**config.mk**
```make
export PLATFORM = sky130hd
export DESIGN_NAME = bin2bcd_seq
export DESIGN_NICKNAME = d
export VERILOG_FILES = /design/src/rtl/bin2bcd_seq.sv
export SDC_FILE = /design/constraint.sdc
export NUM_CORES = 1
export LEC_CHECK = 0
export ABC_AREA = 0
export CAP_MARGIN = 20
export CORE_AREA = 5 5 130 70
export CTS_CLUSTER_DIAMETER = 40
export DETAILED_ROUTE_END_ITERATION = 8
export DIE_AREA = 0 0 135 75
export DONT_BUFFER_PORTS = 1
export PLACE_DENSITY = 0.68
export SETUP_SLACK_MARGIN = 0.1
export SLEW_MARGIN = 0
export SYNTH_ARGS = -nofsm -noshare
export SYNTH_HDL_FRONTEND = slang
export SYNTH_SLANG_ARGS = --single-unit
export TNS_END_PERCENT = 10
```
**constraint.sdc**
```tcl
create_clock -name sys_clk -period 1.66 [get_ports sys_clk]
set_input_delay 0.166 -clock sys_clk [delete_from_list [all_inputs] [get_ports sys_clk]]
set_output_delay 0.166 -clock sys_clk [all_outputs]
set_load 0.02 [all_outputs]
```
**src/rtl/bin2bcd_seq.sv**
```systemverilog
// Sequential binary-to-BCD converter (shift-add-3 / double dabble) feeding the
// seven-segment scanner; bcd_out/ovf are a holding register updated only on done.
module bin2bcd_seq #(
    parameter int BIN_W  = 20,
    parameter int DIGITS = 6
) (
    input  logic                sys_clk,
    input  logic                sys_rst_n,
    input  logic                start,
    input  logic [BIN_W-1:0]    bin_in,
    output logic                busy,
    output logic                done,
    output logic                ovf,
    output logic [4*DIGITS-1:0] bcd_out
);

    localparam int ACC_W = 4 * DIGITS;
    localparam int CNT_W = (BIN_W > 1) ? $clog2(BIN_W) : 1;

    function automatic logic [63:0] max_val(input int digits);
        logic [63:0] v;
        v = 64'd1;
        for (int i = 0; i < digits; i++) begin
            v = v * 64'd10;
        end
        return v - 64'd1;
    endfunction

    localparam logic [63:0] MAXV = max_val(DIGITS);

    // Digits are <= 9 before every shift, so a 4-bit +3 never carries out.
    function automatic logic [ACC_W-1:0] add3_digits(input logic [ACC_W-1:0] acc);
        logic [ACC_W-1:0] res;
        res = acc;
        for (int i = 0; i < DIGITS; i++) begin
            if (acc[4*i +: 4] >= 4'd5) begin
                res[4*i +: 4] = acc[4*i +: 4] + 4'd3;
            end else begin
                res[4*i +: 4] = acc[4*i +: 4];
            end
        end
        return res;
    endfunction

    typedef enum logic {
        IDLE  = 1'b0,
        SHIFT = 1'b1
    } state_t;

    state_t             state_q, state_d;
    logic [BIN_W-1:0]   sh_q, sh_d;
    logic [ACC_W-1:0]   acc_q, acc_d;
    logic [CNT_W-1:0]   cnt_q, cnt_d;
    logic               busy_q, busy_d;
    logic               done_q, done_d;
    logic               ovf_q, ovf_d;
    logic [ACC_W-1:0]   bcd_q, bcd_d;

    logic [ACC_W-1:0]       adj_s;
    logic [ACC_W+BIN_W-1:0] shift_s;

    assign adj_s   = add3_digits(acc_q);
    assign shift_s = {adj_s, sh_q} << 1;

    // Next-state and datapath control for the IDLE/SHIFT converter.
    always_comb begin
        state_d = state_q;
        sh_d    = sh_q;
        acc_d   = acc_q;
        cnt_d   = cnt_q;
        busy_d  = busy_q;
        done_d  = 1'b0;
        ovf_d   = ovf_q;
        bcd_d   = bcd_q;
        case (state_q)
            IDLE: begin
                if (start) begin
                    if (64'(bin_in) > MAXV) begin
                        bcd_d  = {DIGITS{4'h9}};
                        ovf_d  = 1'b1;
                        done_d = 1'b1;
                    end else begin
                        state_d = SHIFT;
                        sh_d    = bin_in;
                        acc_d   = {ACC_W{1'b0}};
                        cnt_d   = CNT_W'(BIN_W - 1);
                        busy_d  = 1'b1;
                    end
                end else begin
                    busy_d = 1'b0;
                end
            end
            SHIFT: begin
                acc_d = shift_s[ACC_W+BIN_W-1 -: ACC_W];
                sh_d  = shift_s[BIN_W-1:0];
                if (cnt_q == {CNT_W{1'b0}}) begin
                    state_d = IDLE;
                    busy_d  = 1'b0;
                    done_d  = 1'b1;
                    ovf_d   = 1'b0;
                    bcd_d   = shift_s[ACC_W+BIN_W-1 -: ACC_W];
                end else begin
                    cnt_d  = cnt_q - CNT_W'(1);
                    busy_d = 1'b1;
                end
            end
            default: begin
                state_d = IDLE;
                busy_d  = 1'b0;
            end
        endcase
    end

    // State and working/holding registers; reset aborts any conversion.
    always_ff @(posedge sys_clk or negedge sys_rst_n) begin
        if (!sys_rst_n) begin
            state_q <= IDLE;
            sh_q    <= {BIN_W{1'b0}};
            acc_q   <= {ACC_W{1'b0}};
            cnt_q   <= {CNT_W{1'b0}};
            busy_q  <= 1'b0;
            done_q  <= 1'b0;
            ovf_q   <= 1'b0;
            bcd_q   <= {ACC_W{1'b0}};
        end else begin
            state_q <= state_d;
            sh_q    <= sh_d;
            acc_q   <= acc_d;
            cnt_q   <= cnt_d;
            busy_q  <= busy_d;
            done_q  <= done_d;
            ovf_q   <= ovf_d;
            bcd_q   <= bcd_d;
        end
    end

    assign busy    = busy_q;
    assign done    = done_q;
    assign ovf     = ovf_q;
    assign bcd_out = bcd_q;

endmodule
```
* Yosys cells after proc, flatten, opt, wreduce, memory -nomap -nowiden
Index checks and enable logic that the tools add are counted.
** Word-level totals
- Register bits :: 77
- Bits in latches :: 0
- Bits in writable memories :: 0
- Memory bits (read-only) :: 0
- Bits of input ports :: 23
- Logic and storage cells :: 68
- Memories kept :: 0
** Operators by class
- $add $sub $neg :: 7
- $mul :: 0
- Divide/modulo/power cells :: 0
- $lt $le $gt $ge :: 7
- Equality and inequality tests :: 6
- Shifts and indexed selects :: 0
- Mux-type cells :: 35
- Bitwise logic cells :: 1
- Reductions and logical operators :: 4
** Operators by type and width (count)
- 24-bit two-way mux :: 5
- 24-bit one-hot mux with 2 select lines :: 2
- 20-bit two-way mux :: 2
- 20-bit one-hot mux with 2 select lines :: 1
- 4-bit by 3-bit greater-or-equal comparator with 1-bit output (second input constant) :: 6
- 4-bit by 2-bit adder with 4-bit output (second input constant) :: 5
- 20-bit > comparator (second input constant) :: 1
- 4-bit two-way mux :: 5
- 5-bit two-way mux :: 3
- 1-bit two-way mux :: 11
- 5-bit one-hot mux with 2 select lines :: 1
- 2-bit != test (second input constant) :: 4
- 1-bit one-hot mux with 2 select lines :: 4
- 3-bit AND reduction :: 2
- 5-bit zero test :: 1
- 5-bit by 1-bit subtractor with 5-bit output (second input constant) :: 1
- 3-bit by 2-bit adder with 3-bit output (second input constant) :: 1
- 3-bit two-way mux :: 1
- 3-bit != test (second input constant) :: 1
- 2-bit by 1-bit != test with 1-bit output (second input constant) :: 1
- 2-bit AND reduction :: 1
- 1-bit NOT :: 1

* Depth between registers and ports, before layout
Gate-level depths: netlist of run 1.
- Depth after elaboration :: 4
- Gate-level depth with buffers :: 8
- Gate-level depth less buffers :: 7

* Least setup slack after synthesis of run 1
Ideal clock, no wire load.
- Path type :: reg2reg
- From :: reg cnt_q[0]
- To :: reg bcd_q[10], in the netlist bcd_out[10]
- Setup time :: 0.121 ns
- Data arrival time :: 1.588 ns
- Data required time :: 1.539 ns
- Slack :: -0.049 ns
- Cell stages (with the launch flop) :: 8
- Buffers on the path :: 1
- Clock period less this slack :: 1.709 ns
- Cells stage by stage :: dfrtp_1 > inv_1 > ha_1 > nor4b_4 > nand2_4 > o31a_4 > buf_6 > a22o_1
** On the way
- Word-level cells in the longest chain between the ends :: 3
** Ends and longest elaborated chain
- start, declared :: RTL line 53 : logic [CNT_W-1:0] cnt_q, cnt_d;
- start signal, assigned :: RTL line 120 : cnt_q <= {CNT_W{1'b0}};
- start signal, assigned :: RTL line 129 : cnt_q <= cnt_d;
- 5-bit zero test :: RTL line 96 : if (cnt_q == {CNT_W{1'b0}}) begin
- 2-bit by 1-bit != test with 1-bit output (no line)
- 3-bit AND reduction (no line)
- end signal, assigned :: RTL line 124 : bcd_q <= {ACC_W{1'b0}};
- end, declared :: RTL line 57 : logic [ACC_W-1:0] bcd_q, bcd_d;
No other way between the ends.
A chain may end at the register's enable or synchronous reset.

* Final worst setup path of run 1
- From :: reg cnt_q[1]
- To :: reg bcd_q[13], in the netlist bcd_out[13]
The elaborated chain is that of the path after synthesis.

==> results of run 1 <==
state kept, by name, indices dropped and copies added (netlist names):
name	count
ovf	1
acc_q	24
done	1
bcd_out	24
busy	1
cnt_q	5
sh_q	20
state_q	1
metal layers:
layer	wire, µm	global-route usage [%]
met1	4350	26.5
met2	4000	26.5
met3	847	8.61
met4	119	6.48
met5	0	0
final cells by class:
class	count	area, µm²	share of cell area, %
Sequential cell	77	1930	43.2
Multi-Input combinational cell	223	1810	40.6
Clock buffer	13	270	6.06
Timing Repair Buffer	23	200	4.49
Tap cell	112	140	3.14
Inverter	17	68.8	1.54
Clock inverter	3	42.5	0.954
cell families after synthesis:
| group | synth area share [%] |
|---|---|
| AOI/OAI and AO/OA | 20.2 |
| xor gates and xnor gates | 1.83 |
| adders and majority gates | 4.58 |
| buffers and inverters | 4.55 |
| DFF | 50.4 |
| muxes | 7.07 |
| and+or+nand+nor | 11.4 |
worst max-delay path by stage:
stage,startpoint,end
after CTS,cnt_q[1],bcd_out[13]
after floorplan,cnt_q[0],bcd_out[10]
final,cnt_q[1],bcd_out[13]
after global routing,cnt_q[1],cnt_q[2]
after global placement,cnt_q[1],cnt_q[3]
after detailed placement,cnt_q[1],bcd_out[22]
Yosys cell counts, types with 2 or more instances:
library cell,number,area share (%)
a2bb2oi_2,5,2.0
o31ai_1,2,0.39
mux2i_1,27,7.1
o2bb2ai_1,3,0.69
a21oi_1,12,1.6
o21ai_1,7,0.92
xnor2_1,7,1.6
nand2b_1,9,1.5
o22ai_1,3,0.49
nor3b_1,5,0.98
inv_1,15,1.5
dfrtp_1,77,50
nand3_1,3,0.39
o21a_1,5,0.98
nor2_1,8,0.79
a22o_2,3,0.79
buf_6,5,1.5
o21ai_0,20,2.6
o22a_2,3,0.79
nor3_1,3,0.39
o22a_1,4,0.92
nand4_1,17,2.8
nand2_1,19,1.9
a22o_1,29,6.6
ha_1,14,4.6
clkbuf_1,8,0.79
buf_2,2,0.26
placed cells by master (no fill, tap or decap), types with 4 or more instances in the layout:
master	instances
nor2_1	8
o21a_1	5
dfrtp_1	76
o21ai_0	19
clkbuf_16	9
a21oi_2	6
xnor2_1	7
a2bb2oi_2	5
nand2b_1	9
mux2i_1	25
o21ai_1	8
inv_2	7
a22o_1	29
a21oi_1	6
nand4_1	17
nand2_1	19
o22a_1	4
nor3b_1	5
buf_4	20
inv_1	9
ha_1	9
worst max-delay path: stages (launching register included):
cell and delay, ns:
dfrtp_1 0.39, inv_2 0.09, ha_4 0.14, or4b_4 0.51, nor2_8 0.15, buf_12 0.15, a22o_2 0.14
per-stage QoR:
stage	setup TNS (ns)	total power, mW	std cells	util (%)
4_1_cts	0	9.58	463	55.8
2_1_floorplan	0	6.50	334	-
3_5_place_dp	-0.0963	7.44	443	51.2
6_report	0	9.90	468	57.2
5_1_grt	-0.234	10.6	468	57.2
3_3_place_gp	0	7.27	443	51.2
where the power goes:
group	switching [mW]	internal (mW)	total (mW)
sequential	1.18	2.74	3.93
combinational	1.94	1.97	3.92
clock	0.768	1.28	2.05
total	3.90	6.00	9.90
timing repair:
action | CTS | global route
setup buffers | 3 | 5
endpoints found under the hold margin | 78 | 77
pin swaps | 1 | 11
resized for setup | 0 | 22
endpoints found under the setup margin | 32 | 46
==> flow_summary.yaml, run 1 <==
synthesis:
  synth_area_per_cell_um2: 11.4
  yosys_warnings: 0
  synthArstFlopShare_pct: 100
  syn_area_um2: 3820
  ys_seq_elements: 77
  synthCells: 334
  ys_seq_area_share_pct: 50.4
  synth_cell_types: 46
  syn_nets: 371
  synthFlopType: "dfrtp_1"
  synth-edff-count: 0
cells_and_area:
  fin_area_um2: 4460
  drive_above_1_share_pct: 22.5
  fin_nets: 388
  nFillCells: 655
  n_antenna_cell: 0
  syn2layout_area_growth_pct: 16.7
clock_network:
  clock_path_buffers: 2
  cts_buffers: 9
  cts_root_buf: "clkbuf_16"
  clock_sinks: 77
  path_clk_slew_ns: 0.06
  clock_latency_ns: 0.34
  cts_tree: "yes"
  htree_levels: 3
  hold_buffers: 1
sta:
  fin_crit_sh_pct: 97.6
  period_needed_ns: 1.62
  slew_headroom_pct: 75.2
  worst_pin_slew_ns: 0.368
  finalMaxSlewViolations: 0
  whs_ns: -0.482
  max_freq_ghz: 0.617
  finalHoldViolCount: 77
  finalWorstSetupSlack_ns: 0.0402
  grt_setup_unrepaired: "yes"
  fin_worst_skew_ns: 0.00399
  setup_viol: 0
floorplanning:
  dieArea_um2: 10100
  die_h_um: 75
  fp.dieW_um: 135
  coreArea_um2: 7800
  initial_core_util_pct: 49.0
  fp-row-count: 23
  io_pins: 50
place:
  post-place-ws_ns: -0.0230
  dp_hpwl_um: 6140
  numPortBuffers: 0
  gp_congestion: 0.836
  place_area_um2: 3990
route:
  drtIter0Drc: 267
  totalWireLength_um: 9320
  via_per_inst: 5.84
  route.detailed.drc: 0
  vias: 2733
  ant_nets: 0
  drt_pass1_iterations: 4
  routedWlPerCell_um: 19.9
worst_setup_path:
  cp_data_required_time_ns: 1.95
  reg2reg_from: "cnt_q[1]"
  critPathKind: "register to register"
  path_max_fanout: 13
  r2r_setup_slack_ns: 0.04
  worstPathArrival_ns: 1.90
  critPathCaptureType: "register"
  timing.rr.end: "bcd_out[13]"
  r2r_cells: 6
  start_kind: "register"
global_routing:
  grt_pass1_vias: 2697
  antenna_found_initial: 0
  grtUsageTotal_pct: 19.0
  globalRouteOverflowTotal: 0
  grt_pass1_wl_um: 14600
  grt_max_degree: 78
worst_hold_path:
  hold_path_class: "primary input to asynchronous set/reset pin"
outcome:
  violations: "hold timing"
  outcome: "finished with violations"
job:
  maxCapViolCount: 0
power_and_ir_drop:
  p_leak_nw: 2.08
  vdd_drop_max_mv: 0.869
  p_per_area_nw_per_um2: 2220
(Power assumes the default switching activity.)
==> inputs of run 2 (changes only) <==
- ABC_CLOCK_PERIOD_IN_PS: unset -> 1660
- CORE_AREA: 5 5 130 70 -> 5 5 90 100
- DIE_AREA: 0 0 135 75 -> 0 0 95 105
- PLACE_DENSITY: 0.68 -> 0.67
==> run 2 against run 1 <==
The run still ends with hold timing left. Sequential power fell by 1%. Fmax fell by 0.43%. Wire length fell by 9.3%. Core utilization fell by 0.66 points. Global-route usage fell by 1.5 points. Hold slack got worse by 0.015 ns. Non-clock buffer count rose by 8. Critical path type unchanged. Largest power group unchanged. Highest routed layer unchanged.
==> flow_summary.yaml, run 2 (synthesis gave the netlist of run 1 again) <==
clock_network:
  clock_sinks: 77
  cts_root_buf: "clkbuf_8"
  htree_levels: 3
  clock_path_buffers: 2
  hold_buffers: 4
  cts_tree: "yes"
  path_clk_slew_ns: 0.09
  cts_buffers: 9
  clock_latency_ns: 0.35
sta:
  fin_crit_sh_pct: 98.0
  setup_viol: 0
  whs_ns: -0.497
  max_freq_ghz: 0.615
  fin_worst_skew_ns: 0.0135
  slew_headroom_pct: 53.4
  finalHoldViolCount: 77
  worst_pin_slew_ns: 0.697
  finalMaxSlewViolations: 0
  grt_setup_unrepaired: "yes"
  period_needed_ns: 1.63
worst_setup_path:
  cp_top_family: "compound AO/OA/AOI/OAI gates"
  critPathKind: "register to register"
  crit_chain: "buf_4, inv_2, nand2_1, o31a_4, buf_6, a22o_1"
  critPathCaptureType: "register"
  path_max_fanout: 10
  critPathBufInv: 3
  start_kind: "register"
  critPathMaxStageDelay_ns: 0.43
  cp_data_required_time_ns: 1.90
  worstPathArrival_ns: 1.87
  crit_slowest_cell: "dfrtp_2"
floorplanning:
  coreArea_um2: 7830
  die_h_um: 105
  initial_core_util_pct: 48.8
  io_pins: 50
  dieArea_um2: 9980
  fp-row-count: 34
  fp.dieW_um: 95
outcome:
  outcome: "finished with violations"
  violations: "hold timing"
cells_and_area:
  syn2layout_area_growth_pct: 15.7
  n_antenna_cell: 0
  mostFrequentLayoutCells: "76 x dfrtp_1, 29 x a22o_1, 24 x mux2i_1"
  layout_commonest_cell: "dfrtp_1"
  fin_nets: 396
  drive_above_1_share_pct: 24.7
job:
  maxCapViolCount: 0
worst_hold_path:
  hold_path_class: "primary input to asynchronous set/reset pin"
route:
  vias: 2730
  route.detailed.drc: 0
  totalWireLength_um: 8460
  routedWlPerCell_um: 17.9
  drt_pass1_iterations: 5
  via_per_inst: 5.78
  drtIter0Drc: 129
  ant_nets: 0
global_routing:
  grt_max_degree: 78
  antenna_found_initial: 0
  grt_pass1_wl_um: 13800
  globalRouteOverflowTotal: 0
  grt_pass1_vias: 2721
  grtUsageTotal_pct: 17.5
power_and_ir_drop:
  vdd_drop_max_mv: 0.820
  p_per_area_nw_per_um2: 2030
  p_leak_nw: 2.04
  total_power_mw: 8.97
place:
  gp_congestion: 0.772
  numPortBuffers: 0
  dp_hpwl_um: 5640
run 2: layout make-up:
| cell class | instances | area [µm²] |
|---|---|---|
| fill | 709 | 3400 |
| sequential | 77 | 1930 |
| multi-input combinational | 223 | 1820 |
| timing repair buffer | 31 | 307 |
| tap | 108 | 135 |
| clock buffer | 11 | 131 |
| inverter | 17 | 66.3 |
| clock inverter | 5 | 36.3 |
run 2: through the flow:
step / TNS (ns) / std cells / instance area [µm²] / setup WS, ns / util [%]
floorplan: 0 / 334 / 3830 / 0.0383 / -
global placement: -3.90 / 444 / 4020 / -0.174 / 51.4
detailed placement: -5.88 / 444 / 4020 / -0.248 / 51.4
CTS: 0 / 471 / 4330 / 0.0216 / 55.3
global route: -0.409 / 472 / 4420 / -0.0437 / 56.5
finish: 0 / 472 / 4420 / 0.0332 / 56.5
run 2: power by group:
group / internal, mW / switching, mW / total (mW) / leakage, nW
sequential: 2.74 / 1.14 / 3.88 / 0.948
combinational: 2.01 / 1.82 / 3.83 / 1.02
clock: 0.547 / 0.712 / 1.26 / 0.0760
run 2: final timing paths:
| kind | start | end | slack [ns] | depth (start not counted) |
|---|---|---|---|---|
| min reg2reg | sh_q[17] | sh_q[17] | 0.50 | 1 |
| max | state_q | bcd_out[6] | 0.03 | 6 |
| max in group asynchronous | sys_rst_n | sh_q[9] | 2.04 | 0 |
| min | sys_rst_n | sh_q[1] | -0.50 | 0 |
| max reg2reg | state_q | bcd_out[6] | 0.03 | 6 |
| min in group sys_clk | bin_in[3] | sh_q[3] | 0.01 | 2 |
run 2: worst reg2reg max path: cells and delay by family, from the launching register on:
kind | cells | cell delay, ns
buf+inv | 3 | 0.36
flops | 1 | 0.43
simple gates | 1 | 0.11
compound gates | 2 | 0.63
run 2: what timing repair did:
action                                 in CTS  in global routing
pin swaps                                   2                 15
setup endpoints to repair                  65                 58
buffers inserted                            7                  1
gates resized for setup                     4                 29
endpoints found under the hold margin      81                 77
run 2: metal layers:
layer	vias to the layer above	wire length [µm]	GRT usage (%)
met5	-	0	0
met4	0	134	7.11
met3	10	450	4.03
met2	58	4140	27.8
met1	1371	3730	23.0
li1	1291	-	-
==> inputs of run 3 (changes only) <==
- CORE_AREA: 5 5 90 100 -> 2 2 87 97
- DIE_AREA: 0 0 95 105 -> 0 0 89 99
==> run 3 against run 2 <==
Power rose by 1.2%. Critical path depth did not move. Sequential cell count did not move. Cell count fell by 1.3%. Fmax barely moved. The run still ends with hold timing left. First-iteration DRC count fell by 12%. Highest routed layer unchanged. Wire length fell by 3.0%. Worst setup slack improved by 0.00077 ns. Sequential share of layout area rose by 0.053 points. Clock skew fell by 0.00053 ns. Clock power rose by 13%. Largest cell class unchanged.
==> flow_summary.yaml, run 3 (synthesis gave the netlist of run 1 again) <==
route:
  via_per_inst: 5.76
  ant_nets: 0
  drtIter0Drc: 113
  routedWlPerCell_um: 17.6
  route.detailed.drc: 0
  vias: 2685
  drt_pass1_iterations: 4
  totalWireLength_um: 8200
sta:
  fin_worst_skew_ns: 0.0130
  tns_ns: 0
  fin_crit_sh_pct: 98.0
  max_freq_ghz: 0.615
  finalHoldViolCount: 77
  whs_ns: -0.496
  worst_pin_slew_ns: 0.374
  finalMaxSlewViolations: 0
  period_needed_ns: 1.63
  slew_headroom_pct: 74.9
  grt_setup_unrepaired: "yes"
  setup_viol: 0
worst_setup_path:
  cp_data_required_time_ns: 1.95
  r2r_cells: 6
  start_kind: "register"
  path_max_fanout: 8
  worstPathArrival_ns: 1.91
  crit_chain: "inv_2, ha_4, or4b_4, nor2_8, clkbuf_16, a22o_2"
  reg2reg_from: "cnt_q[1]"
  critPathKind: "register to register"
  startpoint: "cnt_q[1]"
  critPathMaxStageDelay_ns: 0.51
  crit_slowest_cell: "or4b_4"
  timing.rr.end: "bcd_out[13]"
  r2r_setup_slack_ns: 0.03
  critPathCaptureType: "register"
place:
  dp_hpwl_um: 5220
  gp_congestion: 0.815
  numPortBuffers: 0
  dp_cells: 438
power_and_ir_drop:
  total_power_mw: 9.08
  clkPwrFrac_pct: 15.7
  switching_share_pct: 39.9
  power.share.combinational_pct: 41.7
  p_per_area_nw_per_um2: 2050
  power_switching_mw: 3.62
  p_leak_nw: 2.03
  p_seq_share_pct: 42.6
  vdd_drop_max_mv: 0.764
  p_int_mw: 5.46
cells_and_area:
  syn2layout_area_growth_pct: 15.7
  final_cells: 466
  nFillCells: 670
  fin_nets: 390
  drive_above_1_share_pct: 22.1
  mostFrequentLayoutCells: "75 x dfrtp_1, 29 x a22o_1, 26 x mux2i_1"
  n_antenna_cell: 0
  layout_commonest_cell: "dfrtp_1"
floorplanning:
  fp-row-count: 34
  initial_core_util_pct: 48.8
  dieArea_um2: 8810
  io_pins: 50
  coreArea_um2: 7830
  die_h_um: 99
  fp.dieW_um: 89
global_routing:
  globalRouteOverflowTotal: 0
  grtUsageTotal_pct: 19.8
  grt_pass1_wl_um: 13500
  antenna_found_initial: 0
  grt_max_degree: 78
  grt_pass1_vias: 2879
clock_network:
  clock_latency_ns: 0.35
  htree_levels: 3
  clock_path_buffers: 2
  cts_root_buf: "clkbuf_8"
  cts_buffers: 9
  clock_sinks: 77
  hold_buffers: 8
  cts_tree: "yes"
  path_clk_slew_ns: 0.09
outcome:
  outcome: "finished with violations"
  violations: "hold timing"
worst_hold_path:
  hold_path_class: "primary input to asynchronous set/reset pin"
job:
  maxCapViolCount: 0
==> run 3: through the flow <==
stage | utilization [%] | instance area (µm²) | setup WS (ns)
floorplan | - | 3830 | 0.0383
global placement | 50.8 | 3980 | 0.0496
detailed placement | 50.8 | 3980 | -0.0280
CTS | 54.7 | 4280 | 0.0112
global route | 56.5 | 4420 | -0.0202
finish | 56.5 | 4420 | 0.0340
==> run 3: power groups by stage <==
stage          logic, mW  clock network, mW  registers (mW)
2_1_floorplan       2.86                  0            3.64
3_3_place_gp        3.31                  0            3.82
3_5_place_dp        3.43                  0            3.85
4_1_cts             3.49               1.47            3.83
5_1_grt             4.23               1.54            3.99
6_report            3.79               1.43            3.86
==> run 3: final cells by class <==
class	instances	area, µm²	area share [%]
flip-flops and latches	77	1930	43.6
multi-input cells	223	1840	41.6
repair buffers	25	250	5.66
clock buffers	11	141	3.20
well taps	108	135	3.06
inverters	17	66.3	1.50
clock inverters	5	60.1	1.36
==> run 3: worst max-delay path by stage <==
stage	cells after the start	end	slack, ns
final	6	bcd_out[13]	0.03
after global routing	6	bcd_out[1]	-0.02
after CTS	6	bcd_out[21]	0.01
after detailed placement	5	bcd_out[10]	-0.03
after global placement	5	bcd_out[13]	0.05
after floorplan	7	bcd_out[10]	0.04
==> run 3: worst max-delay path, delay by kind of cell (launching register included) <==
kind	cells	cell delay [ns]
AO/OA/AOI/OAI	1	0.12
adder cells (fa/ha/maj)	1	0.14
buffers and inverters	2	0.26
flip-flops	1	0.40
AND/OR/NAND/NOR	2	0.65
==> run 3: per-layer routing <==
| metal | track usage, % | up-vias | wire [µm] |
|---|---|---|---|
| met2 | 32.0 | 49 | 4040 |
| li1 | - | 1273 | - |
| met3 | 6.03 | 9 | 455 |
| met1 | 24.4 | 1354 | 3580 |
| met5 | 0 | - | 0 |
| met4 | 8.27 | 0 | 125 |
==> run 3: what timing repair did <==
item | CTS | global route
endpoints found under the setup margin | 28 | 40
gates resized for setup | 0 | 26
hold endpoints to repair | 85 | 77
buffers inserted | 1 | 2
gates cloned | 0 | 1
pin swaps | 1 | 19
